--- src/rtl/hazard_ctrl_if.sv ---
// Hazard controller pipeline interface.
// Groups the register-address, control and hazard-response signals exchanged
// between the datapath and hazard_ctrl.
//   master : datapath side; drives the pipeline fields and receives the
//            stall/flush/forward/mul-div controls and the perf counters.
//   slave  : hazard_ctrl side.
interface hazard_ctrl_if;
  logic [4:0]  Rs1D;
  logic [4:0]  Rs2D;
  logic [4:0]  Rs1E;
  logic [4:0]  Rs2E;
  logic [4:0]  RdE;
  logic        ResultSrcE;
  logic        PCSrcE;
  logic        MdStartE;
  logic [4:0]  RdM;
  logic        RegWriteM;
  logic [4:0]  RdW;
  logic        RegWriteW;
  logic [1:0]  ForwardAE;
  logic [1:0]  ForwardBE;
  logic        StallF;
  logic        StallD;
  logic        StallE;
  logic        FlushD;
  logic        FlushE;
  logic        FlushM;
  logic        MdCapture;
  logic        MdDone;
  logic [31:0] LdUseStallCnt;
  logic [31:0] MdStallCnt;

  modport master (
    output Rs1D, Rs2D, Rs1E, Rs2E, RdE, ResultSrcE, PCSrcE, MdStartE,
           RdM, RegWriteM, RdW, RegWriteW,
    input  ForwardAE, ForwardBE, StallF, StallD, StallE, FlushD, FlushE,
           FlushM, MdCapture, MdDone, LdUseStallCnt, MdStallCnt
  );

  modport slave (
    input  Rs1D, Rs2D, Rs1E, Rs2E, RdE, ResultSrcE, PCSrcE, MdStartE,
           RdM, RegWriteM, RdW, RegWriteW,
    output ForwardAE, ForwardBE, StallF, StallD, StallE, FlushD, FlushE,
           FlushM, MdCapture, MdDone, LdUseStallCnt, MdStallCnt
  );
endinterface

--- src/rtl/hazard_ctrl.sv ---
// hazard_ctrl: 5-stage pipeline hazard and scheduling controller.
//   - Execute-stage operand forwarding selects (ForwardAE/ForwardBE).
//   - Load-use stall, taken-branch flush.
//   - Multi-cycle mul/div sequencing: the op occupies Execute MD_LATENCY
//     cycles (MD_LATENCY-1 stall cycles), MdCapture/MdDone pulses.
// Ports:
//   clk : clock, all state on rising edge
//   rst : synchronous active-high reset; forces every output to 0
//   hz  : hazard_ctrl_if.slave, pipeline fields in, controls out
// Optional feature macro: HAZARD_PERF_EN
//   defined   -> 32-bit saturating LdUseStallCnt / MdStallCnt counters
//   undefined -> no counter flops, both outputs tied to 0
module hazard_ctrl #(
  parameter int unsigned MD_LATENCY = 4,
  parameter int unsigned CNT_W      = 4
) (
  input logic         clk,
  input logic         rst,
  hazard_ctrl_if.slave hz
);

  typedef enum logic {IDLE, BUSY} md_state_t;

  md_state_t        state_q, state_d;
  logic [CNT_W-1:0] cnt_q, cnt_d;
  logic             mdstall;
  logic             md_capture;
  logic             md_done;
  logic             lduse;
  logic             branch;

  function automatic logic [1:0] fwd_sel(
    input logic [4:0] rs,
    input logic [4:0] rd_m,
    input logic       we_m,
    input logic [4:0] rd_w,
    input logic       we_w
  );
    if (we_m && rd_m != 5'd0 && rd_m == rs)      return 2'b10;
    else if (we_w && rd_w != 5'd0 && rd_w == rs) return 2'b01;
    else                                         return 2'b00;
  endfunction

  // Mul/div sequencer
  always_ff @(posedge clk) begin
    state_q <= state_d;
    cnt_q   <= cnt_d;
  end

  always_comb begin
    state_d    = state_q;
    cnt_d      = cnt_q;
    mdstall    = 1'b0;
    md_capture = 1'b0;
    md_done    = 1'b0;
    unique case (state_q)
      IDLE: begin
        if (hz.MdStartE) begin
          md_capture = 1'b1;
          if (MD_LATENCY > 1) begin
            mdstall = 1'b1;
            cnt_d   = CNT_W'(MD_LATENCY - 2);
            state_d = BUSY;
          end else begin
            md_done = 1'b1;
          end
        end
      end
      BUSY: begin
        if (cnt_q != '0) begin
          mdstall = 1'b1;
          cnt_d   = cnt_q - CNT_W'(1);
        end else begin
          md_done = 1'b1;
          state_d = IDLE;
        end
      end
      default: state_d = IDLE;
    endcase
    if (rst) begin
      state_d = IDLE;
      cnt_d   = '0;
    end
  end

  assign lduse  = hz.ResultSrcE && (hz.RdE != 5'd0) &&
                  ((hz.RdE == hz.Rs1D) || (hz.RdE == hz.Rs2D));
  assign branch = hz.PCSrcE && !mdstall;

  // Priority: mul/div stall masks everything, then branch flush, then lduse.
  always_comb begin
    hz.ForwardAE = 2'b00;
    hz.ForwardBE = 2'b00;
    hz.StallF    = 1'b0;
    hz.StallD    = 1'b0;
    hz.StallE    = 1'b0;
    hz.FlushD    = 1'b0;
    hz.FlushE    = 1'b0;
    hz.FlushM    = 1'b0;
    hz.MdCapture = 1'b0;
    hz.MdDone    = 1'b0;
    if (!rst) begin
      hz.ForwardAE = fwd_sel(hz.Rs1E, hz.RdM, hz.RegWriteM, hz.RdW, hz.RegWriteW);
      hz.ForwardBE = fwd_sel(hz.Rs2E, hz.RdM, hz.RegWriteM, hz.RdW, hz.RegWriteW);
      hz.MdCapture = md_capture;
      hz.MdDone    = md_done;
      if (mdstall) begin
        hz.StallF = 1'b1;
        hz.StallD = 1'b1;
        hz.StallE = 1'b1;
        hz.FlushM = 1'b1;
      end else if (branch) begin
        hz.FlushD = 1'b1;
        hz.FlushE = 1'b1;
      end else if (lduse) begin
        hz.StallF = 1'b1;
        hz.StallD = 1'b1;
        hz.FlushE = 1'b1;
      end
    end
  end

`ifdef HAZARD_PERF_EN
  logic [31:0] lduse_cnt_q;
  logic [31:0] md_cnt_q;
  logic        lduse_applied;

  assign lduse_applied = lduse && !branch && !mdstall;

  always_ff @(posedge clk) begin
    if (rst) begin
      lduse_cnt_q <= '0;
      md_cnt_q    <= '0;
    end else begin
      if (lduse_applied && lduse_cnt_q != '1) lduse_cnt_q <= lduse_cnt_q + 32'd1;
      if (mdstall && md_cnt_q != '1)          md_cnt_q    <= md_cnt_q + 32'd1;
    end
  end

  assign hz.LdUseStallCnt = lduse_cnt_q;
  assign hz.MdStallCnt    = md_cnt_q;
`else
  assign hz.LdUseStallCnt = '0;
  assign hz.MdStallCnt    = '0;
`endif

endmodule

--- src/flat_wrapper.sv ---
// flat-port wrapper written by rule: the top's interface ports become plain ports
module hazard_ctrl_flat 
#(
  parameter int unsigned MD_LATENCY = 4,
  parameter int unsigned CNT_W      = 4
)
  (clk, rst, hz_Rs1D, hz_Rs2D, hz_Rs1E, hz_Rs2E, hz_RdE, hz_ResultSrcE, hz_PCSrcE, hz_MdStartE, hz_RdM, hz_RegWriteM, hz_RdW, hz_RegWriteW, hz_ForwardAE, hz_ForwardBE, hz_StallF, hz_StallD, hz_StallE, hz_FlushD, hz_FlushE, hz_FlushM, hz_MdCapture, hz_MdDone, hz_LdUseStallCnt, hz_MdStallCnt);
  hazard_ctrl_if hz_i ();
  input logic clk;
  input logic rst;
  input wire logic [$bits(hz_i.Rs1D)-1:0] hz_Rs1D;
  input wire logic [$bits(hz_i.Rs2D)-1:0] hz_Rs2D;
  input wire logic [$bits(hz_i.Rs1E)-1:0] hz_Rs1E;
  input wire logic [$bits(hz_i.Rs2E)-1:0] hz_Rs2E;
  input wire logic [$bits(hz_i.RdE)-1:0] hz_RdE;
  input wire logic [$bits(hz_i.ResultSrcE)-1:0] hz_ResultSrcE;
  input wire logic [$bits(hz_i.PCSrcE)-1:0] hz_PCSrcE;
  input wire logic [$bits(hz_i.MdStartE)-1:0] hz_MdStartE;
  input wire logic [$bits(hz_i.RdM)-1:0] hz_RdM;
  input wire logic [$bits(hz_i.RegWriteM)-1:0] hz_RegWriteM;
  input wire logic [$bits(hz_i.RdW)-1:0] hz_RdW;
  input wire logic [$bits(hz_i.RegWriteW)-1:0] hz_RegWriteW;
  output wire logic [$bits(hz_i.ForwardAE)-1:0] hz_ForwardAE;
  output wire logic [$bits(hz_i.ForwardBE)-1:0] hz_ForwardBE;
  output wire logic [$bits(hz_i.StallF)-1:0] hz_StallF;
  output wire logic [$bits(hz_i.StallD)-1:0] hz_StallD;
  output wire logic [$bits(hz_i.StallE)-1:0] hz_StallE;
  output wire logic [$bits(hz_i.FlushD)-1:0] hz_FlushD;
  output wire logic [$bits(hz_i.FlushE)-1:0] hz_FlushE;
  output wire logic [$bits(hz_i.FlushM)-1:0] hz_FlushM;
  output wire logic [$bits(hz_i.MdCapture)-1:0] hz_MdCapture;
  output wire logic [$bits(hz_i.MdDone)-1:0] hz_MdDone;
  output wire logic [$bits(hz_i.LdUseStallCnt)-1:0] hz_LdUseStallCnt;
  output wire logic [$bits(hz_i.MdStallCnt)-1:0] hz_MdStallCnt;
  assign hz_i.Rs1D = hz_Rs1D;
  assign hz_i.Rs2D = hz_Rs2D;
  assign hz_i.Rs1E = hz_Rs1E;
  assign hz_i.Rs2E = hz_Rs2E;
  assign hz_i.RdE = hz_RdE;
  assign hz_i.ResultSrcE = hz_ResultSrcE;
  assign hz_i.PCSrcE = hz_PCSrcE;
  assign hz_i.MdStartE = hz_MdStartE;
  assign hz_i.RdM = hz_RdM;
  assign hz_i.RegWriteM = hz_RegWriteM;
  assign hz_i.RdW = hz_RdW;
  assign hz_i.RegWriteW = hz_RegWriteW;
  assign hz_ForwardAE = hz_i.ForwardAE;
  assign hz_ForwardBE = hz_i.ForwardBE;
  assign hz_StallF = hz_i.StallF;
  assign hz_StallD = hz_i.StallD;
  assign hz_StallE = hz_i.StallE;
  assign hz_FlushD = hz_i.FlushD;
  assign hz_FlushE = hz_i.FlushE;
  assign hz_FlushM = hz_i.FlushM;
  assign hz_MdCapture = hz_i.MdCapture;
  assign hz_MdDone = hz_i.MdDone;
  assign hz_LdUseStallCnt = hz_i.LdUseStallCnt;
  assign hz_MdStallCnt = hz_i.MdStallCnt;
  hazard_ctrl #(.MD_LATENCY(MD_LATENCY), .CNT_W(CNT_W)) u_core (.clk(clk), .rst(rst), .hz(hz_i));
endmodule
--- config.mk ---
export PLATFORM = sky130hd
export DESIGN_NAME = hazard_ctrl_flat
export DESIGN_NICKNAME = d
export VERILOG_FILES = /design/src/rtl/hazard_ctrl_if.sv /design/src/rtl/hazard_ctrl.sv /design/src/flat_wrapper.sv
export SDC_FILE = /design/constraint.sdc
export NUM_CORES = 1
export LEC_CHECK = 0
export ABC_CLOCK_PERIOD_IN_PS = 3180
export BUFFER_PORTS_ARGS = -buffer_cell sky130_fd_sc_hd__buf_2
export CAP_MARGIN = 20
export CORE_MARGIN = 2
export CORE_UTILIZATION = 40
export CTS_CLUSTER_SIZE = 28
export DETAILED_ROUTE_END_ITERATION = 12
export PLACE_DENSITY_LB_ADDON = 0.3
export SYNTH_ARGS = -nofsm -noshare
export SYNTH_HDL_FRONTEND = slang
export SYNTH_SLANG_ARGS = --single-unit
--- constraint.sdc ---
create_clock -name clk -period 3.18 [get_ports clk]
set_input_delay 0.159 -clock clk [delete_from_list [all_inputs] [get_ports clk]]
set_output_delay 0.159 -clock clk [all_outputs]
set_load 0.05 [all_outputs]
# [Word level (Yosys, flattened, before mapping)]
# Cells that the tools add are included.
[totals] reg_bits=5 in_bits=42 output_inout_bits=76 word_cells=57
[op_classes] add_sub_neg=1 eq_ne=8 n_mux=29 n_bitwise=1 n_reduce_logical=16
[ops] operator="equality test 5 bit" count=6
[ops] operator="two-way mux 1 bit" count=20
[ops] operator="nonzero test 5 bit" count=3
[ops] operator="logical AND 1 bit" count=9
[ops] operator="two-way mux 2 bit" count=4
[ops] operator="two-way mux 4 bit" count=2
[ops] operator="one-hot mux 4 bit (2 select lines)" count=1
[ops] operator="!= test 2 bit (second input constant)" count=2
[ops] operator="one-hot mux 1 bit (2 select lines)" count=2
[ops] operator="nonzero test 4 bit" count=1
[ops] operator="subtractor 4 x 1 -> 4 bit (second input constant)" count=1
[ops] operator="AND reduction 2 bit" count=1
[ops] operator="logical NOT 1 bit" count=1
[ops] operator="logical OR 1 bit" count=1
[ops] operator="inverter 1 bit" count=1

# [Longest topological paths before layout]
# Gate-level depths: netlist of the first run.
[logic_depth] ltp_word=8 mapped_depth=7 mapped_depth_nobuf=6

# [Worst setup path before layout of the first run]
# Ideal clock, no wire load.
[synth_timing] path_kind="reg-to-output" start="reg u_core.cnt_q[0]" end="out hz_FlushE" arrival_ns=2.645 required_time_ns=3.021 slack_ns=0.376 stages_incl_launch_ff=7 path_buffers=0 cell_sequence="dfxtp_1 inv_1 ha_1 nand3b_1 o22a_1 nor3b_1 o21bai_1"
[synth_between] elab_chain_cells=8
[synth_rtl] item="from (decl)" line_no="hazard_ctrl.sv:25" rtl="logic [CNT_W-1:0] cnt_q, cnt_d;"
[synth_rtl] item="from (signal assigned)" line_no="hazard_ctrl.sv:47" rtl="cnt_q <= cnt_d;"
[synth_rtl] item="nonzero test 4 bit *" line_no="hazard_ctrl.sv:70" rtl="if (cnt_q != '0) begin"
[synth_rtl] item="two-way mux 1 bit *" line_no="hazard_ctrl.sv:70"
[synth_rtl] item="one-hot mux 1 bit (2 select lines) *" line_no="hazard_ctrl.sv:56" rtl="unique case (state_q)"
[synth_rtl] item="logical NOT 1 bit" line_no="hazard_ctrl.sv:88" rtl="assign branch = hz.PCSrcE && !mdstall;"
[synth_rtl] item="logical AND 1 bit" line_no="hazard_ctrl.sv:88"
[synth_rtl] item="two-way mux 1 bit" line_no="hazard_ctrl.sv:112" rtl="end else if (branch) begin"
[synth_rtl] item="two-way mux 1 bit *" line_no="hazard_ctrl.sv:107" rtl="if (mdstall) begin"
[synth_rtl] item="two-way mux 1 bit *" line_no="hazard_ctrl.sv:102" rtl="if (!rst) begin"
[synth_rtl] item="to (decl)" line_no="flat_wrapper.sv:29" rtl="output wire logic [$bits(hz_i.FlushE)-1:0] hz_FlushE;"
# Every way passes the cells marked *; elsewhere a longest branch is shown, timed or not.

# [Worst setup path after layout of the first run]
# Same ends and word-level chain as after synthesis.

==> flow_metrics.tcl, run 1 <==
set metrics [dict create \
    async_flop_share_pct 0 \
    status "completed" \
    power_density_mw_per_mm2 371.0 \
    swShare_pct 62.10 \
    vdd_drop_max_mv 0.1376 \
    htree_levels 1 \
    timing.setup.tns_ns 0 \
    crit_family "simple AND/OR/NAND/NOR gates" \
    ctsResizeCount 0 \
    clock_sinks 5 \
    p_seq_share_pct 16.1 \
    crit_buf_inv 2 \
    synth-simple-area-share_pct 17.04 \
    cts_buffers 3 \
    dr.pass1.iters 4 \
    die-width_um 59.37 \
    cp_slowest_cell "dfxtp_1" \
    cts_tree "built" \
    synth_flop_cell "dfxtp_1" \
    synth_edf_count 0 \
    seq_area_frac_synth_pct 8.163 \
    min_period_over_period_pct 64.44 \
    routed_wl_um 2178 \
    crit_type "reg -> out" \
    clock_skew_ns 0.0001080 \
    routedWlPerCell_um 8.818 \
    path_cells "inv_1 -> ha_1 -> nand3b_1 -> o22a_1 -> or2_2 -> o21bai_1 -> buf_2" \
    netlist.area_leader.share_pct 40.41 \
    slew_viol_final 0 \
    cp-startpoint "u_core.cnt_q[0]" \
    p_sw_w 0.0002975 \
    io_pins 118 \
    drive_gt1_share_pct 28.04 \
    rows 20 \
    drtAntennaViolNets 0 \
    ys_types 34 \
    synth_top_family_by_area "buffers and inverters" \
    utilization_pct 43.36 \
    netlist_instances 162 \
    grt_overflow 0 \
    vias_per_cell 4.073 \
    power.total_w 0.0004790 \
    syn_area_sq_mm 0.001226 \
    ys_ff_latch 5 \
    postCtsSetupRepairBufs 0 \
    r2r_start "u_core.cnt_q[0]" \
    grt_max_degree 13 \
    clockBufferDepth 2 \
    coreArea_sq_mm 0.002978 \
    yosys.area.top_type "buf_4" \
    synth_warnings 0 \
    vias 1006 \
    dp_hpwl_um 1970 \
    synthTopCellsByCount "66 x buf_4, 20 x xor2_1, 10 x xnor2_1" \
    required_ns 3.02 \
    route.detailed.drc 0 \
    synth_most_common_cell "buf_4" \
    grt_pass1_wl_um 3187 \
    power_frac_comb_pct 67.9 \
    max_freq_mhz 488.0 \
    cts-root-buf "clkbuf_4" \
    max_stage_delay_ns 0.34 \
    antenna_found_initial 0 \
    die_area_sq_mm 0.003524 \
    pwr-share-clk_pct 16.0 \
    p_leak_nw 0.7029 \
    cp_max_fo 5 \
    initial_utilization_pct 41.18 \
    synthAdderAreaFrac_pct 1.020 \
    n_antenna_cell 0 \
    drtIter0Drc 13 \
    grt_pass1_vias 799 \
    ctsHoldBuffers 0 \
    die_h_um 59.37 \
    place_congestion 0.7611 \
    critPathLaunchType "flip-flop" \
    synth_area_leaders "buf_4 40%, xor2_1 14%, dfxtp_1 8.2%" \
    p_int_w 0.0001815 \
    worstPathArrival_ns 1.89 \
    clkTransAtPathRegs_ns 0.05 \
    rsz0062_at_grt "false" \
    drv_cap 0 \
    worstHoldPathType "in -> reg" \
    fin_nets 258 \
    end_kind "primary output" \
    hold_viol 0 \
    synth_compound_gate_area_share_pct 8.571 \
    period_minus_slack_ns 2.049 \
    synth_xor_area_share_pct 21.43 \
    area_growth_pct 5.306 \
    hp-start "rst" \
    track_usage_pct 11.69 \
    post_synth_mux_area_share_pct 0.8163 \
    portBuffers 53 \
    clkLatencyLatePin_ns 0.25 \
    postSynthAreaPerCell_sq_um 7.569 \
    setup_violations 0 \
]
cell type report:
cell class	instances	area [sq um]
Fill cell	324	1687
Inverter	5	18.77
Sequential cell	5	100.1
Tap cell	33	41.29
Multi-Input combinational cell	147	839.6
Clock buffer	4	26.28
Timing Repair Buffer	53	265.3
layer usage:
metal  vias to the layer above  part of all wire (%)  wire [um]  global-route usage (%)
li1                        509                     -          -                       -
met4                         0                   1.0         22                   4.870
met1                       431                    37        806                   12.27
met5                         -                     0          0                       0
met2                        64                    52       1138                   23.08
met3                         2                   9.7        211                   1.092
flip-flops by register name, summed over array words and instances, names as in the netlist:
signal / flops
u_core.state_q: 1
u_core.cnt_q: 4
power by group through the flow:
| stage | clock [W] | combinational, W | sequential (W) |
|---|---|---|---|
| 3_3_place_gp | 0 | 0.000324 | 0.0000782 |
| 3_5_place_dp | 0 | 0.000324 | 0.0000783 |
| 5_1_grt | 0.0000845 | 0.000345 | 0.0000782 |
| 2_1_floorplan | 0 | 0.000338 | 0.0000740 |
| 4_1_cts | 0.0000807 | 0.000325 | 0.0000770 |
| 6_report | 0.0000768 | 0.000325 | 0.0000771 |
stage by stage:
step	instance area (sq um)	setup slack [ns]	cells	hold WS, ns
2_1_floorplan	1463	0.3758	225	0.3573
3_3_place_gp	1265	1.356	243	0.4966
3_5_place_dp	1265	1.347	243	0.4932
4_1_cts	1291	1.117	247	0.2365
5_1_grt	1291	0.9730	247	0.2613
6_report	1291	1.131	247	0.2404
cell families (layout without fill, tap and decap cells):
family / Yosys count / count (layout)
muxes: 1 / 1
AOI/OAI and AO/OA: 16 / 16
buffers and inverters: 73 / 62
other: 1 / 64
xor gates and xnor gates: 30 / 30
DFF: 5 / 5
adders and majority gates: 1 / 1
and+or+nand+nor: 35 / 35
worst paths after layout:
| kind | endpoint | slack (ns) | cells after the start |
|---|---|---|---|
| setup / recovery | hz_FlushE | 1.13 | 7 |
| hold / removal | u_core.cnt_q[2] | 0.24 | 2 |
| setup reg to reg | u_core.cnt_q[1] | 1.83 | 6 |
| hold reg to reg | u_core.cnt_q[2] | 0.50 | 2 |
worst register-to-register path, delay by kind of cell, from the launching register on:
family	cells	cell delay (ns)
adder cells (fa/ha/maj)	1	0.23
AO/OA/AOI/OAI	2	0.42
buffers and inverters	1	0.06
flip-flops	1	0.39
AND/OR/NAND/NOR	2	0.17
cell usage in the layout (no fill, tap or decap), types with 2 or more instances in the layout:
cell | synthesis | layout
a211oi_1 | 2 | 2
a21oi_1 | 3 | 3
buf_2 | 1 | 53
clkbuf_4 | 0 | 3
conb_1 | 1 | 64
dfxtp_1 | 5 | 5
inv_1 | 5 | 5
nand2_1 | 4 | 4
nand3_1 | 2 | 2
nor2_1 | 5 | 5
nor2b_1 | 2 | 2
nor3_1 | 7 | 7
nor4_1 | 2 | 2
nor4_2 | 2 | 2
o21a_1 | 2 | 2
o21ai_0 | 3 | 3
or4_1 | 5 | 5
xnor2_1 | 10 | 10
xor2_1 | 20 | 20
No activity file was read; power rests on OpenSTA's default activity.
==> run 2: changes to the inputs <==
ABC_CLOCK_PERIOD_IN_PS = 1900   (was 3180)
CORE_UTILIZATION = 37   (was 40)
clock period = 1.9 ns   (was 3.18 ns; I/O delays follow)
==> flow_metrics.tcl, run 2 (synthesized netlist as in run 1, its figures left out) <==
set metrics [dict create \
    p_seq_share_pct 14.7 \
    drtAntennaViolNets 0 \
    power.total_w 0.0008477 \
    pwr-share-clk_pct 14.9 \
    worstHoldPathType "in -> reg" \
    seq_area_sq_um 101.3 \
    vias_per_cell 3.913 \
    rsz0062_at_grt "false" \
    fill_cells 343 \
    status "completed" \
    cts_buffers 3 \
    r2r-end "u_core.cnt_q[0]" \
    required_ns 1.80 \
    grt_use_met2_pct 23.01 \
    portBuffers 53 \
    met1_usage_pct 13.52 \
    layout_setup_ws_ns 0.1321 \
    end_kind "primary output" \
    n_antenna_cell 0 \
    p_leak_nw 0.7413 \
    coreArea_sq_mm 0.003103 \
    top_register "u_core.cnt_q" \
    clockBufferDepth 2 \
    area_growth_pct 14.49 \
    p_int_w 0.0003309 \
    grt_use_met3_pct 2.521 \
    final_cell_mix "64 x conb_1, 52 x buf_2, 20 x xor2_1" \
    holdPathEnd "u_core.cnt_q[2]" \
    vdd_drop_max_mv 0.2395 \
    clkTransAtPathRegs_ns 0.05 \
    reg_top3 "u_core.cnt_q (4), u_core.state_q (1)" \
    swShare_pct 60.97 \
    grt_overflow 0 \
    crit_type "reg -> out" \
    cts-root-buf "clkbuf_4" \
    antenna_found_initial 0 \
    period_minus_slack_ns 1.768 \
    dr.pass1.iters 3 \
    grt_pass1_wl_um 3470 \
    reg2reg_depth 7 \
    power_density_mw_per_mm2 603.9 \
    hp-start "hz_MdStartE" \
    whs_path_depth 4 \
    fin_cells 264 \
    min_period_over_period_pct 93.05 \
    route.detailed.drc 0 \
    post-place-cells 256 \
    die_area_sq_mm 0.003790 \
    slew_viol_final 0 \
    busiest_layer "met2" \
    grt_pass1_vias 833 \
    grt_max_degree 13 \
    setup_violations 0 \
    clkLatencyLatePin_ns 0.25 \
    routed_wl_um 2330 \
    cp_max_fo 4 \
    p_sw_w 0.0005169 \
    multi_input_area_sq_um 888.4 \
    worstPathArrival_ns 1.67 \
    rows 20 \
    cp-startpoint "u_core.cnt_q[1]" \
    routedWlPerCell_um 8.826 \
    track_usage_pct 11.80 \
    clock_skew_ns 0.005641 \
    r2r_start "u_core.cnt_q[1]" \
    max_freq_mhz 565.6 \
    layout_commonest_cell "conb_1" \
    dp_slack_ns 0.1253 \
    fin_nets 264 \
    rrSetupSlack_ns 0.50 \
    die_h_um 61.57 \
    drtIter0Drc 16 \
    placed_cell_area_sq_mm 0.001328 \
    power_frac_comb_pct 70.3 \
    initial_utilization_pct 39.52 \
    vias 1033 \
    largest_register_ffs 4 \
    cts_tree "built" \
    dp_hpwl_um 2041 \
    clock_sinks 5 \
    critPathLaunchType "flip-flop" \
    hold_viol 0 \
    htree_levels 1 \
    io_pins 118 \
    drive_gt1_share_pct 33.64 \
    place_congestion 0.7466 \
    drv_cap 0 \
    design_area_sq_mm 0.001404 \
    die-width_um 61.57 \
]
## run 2: cell count changes in the layout (fill, tap and decap cells not counted), moves of 2 or more
cell,before,now
inv_1,5,3
buf_4,0,7
nor4_4,0,2
inv_2,0,2
## run 2: how the worst max path moves through the flow
stage | to | slack, ns | depth (start not counted)
final | hz_FlushE | 0.13 | 7
after global routing | hz_FlushE | 0.004 | 7
after CTS | hz_FlushE | 0.0001 | 7
after detailed placement | hz_ForwardAE[0] | 0.13 | 6
after global placement | hz_ForwardAE[0] | 0.13 | 6
after floorplan | hz_FlushE | -0.30 | 6
## run 2: repair_timing
item,CTS,global route
gates cloned,0,0
pin swaps,1,3
buffers inserted,1,3
gates resized for setup,1,6
hold buffers,0,0
setup endpoints to repair,1,1
## run 2: metrics by stage
step | utilization, % | setup TNS, ns | hold slack, ns
2_1_floorplan | - | -0.3529 | 0.2933
3_3_place_gp | 42.78 | 0 | 0.4419
3_5_place_dp | 42.78 | 0 | 0.4411
4_1_cts | 43.99 | 0 | 0.1913
5_1_grt | 45.24 | 0 | 0.2193
6_report | 45.24 | 0 | 0.1959
## run 2: layout make-up
class / instances / area share (%)
flip-flops and latches: 5 / 7.219
clock inverters: 1 / 0.3565
multi-input cells: 147 / 63.28
well taps: 44 / 3.922
repair buffers: 59 / 22.28
inverters: 5 / 1.337
clock buffers: 3 / 1.604
## run 2: layer usage
metal	vias up	wire length, um
met4	0	0
met3	0	252
li1	523	-
met1	445	857
met2	65	1220
met5	-	0
## run 2: power by group through the flow
stage	clock [W]	sequential [W]	combinational (W)
floorplan	0	0.000124	0.000574
global placement	0	0.000125	0.000564
detailed placement	0	0.000125	0.000565
CTS	0.000133	0.000123	0.000572
global route	0.000141	0.000126	0.000639
finish	0.000127	0.000125	0.000596
## run 2: worst max-delay path, stage by stage, from the launching register on
cell and delay (ns):
dfxtp_2 0.33, inv_2 0.07, ha_4 0.14, nand3b_1 0.09, o22a_1 0.22, or2_4 0.24
o21bai_1 0.13, buf_4 0.21
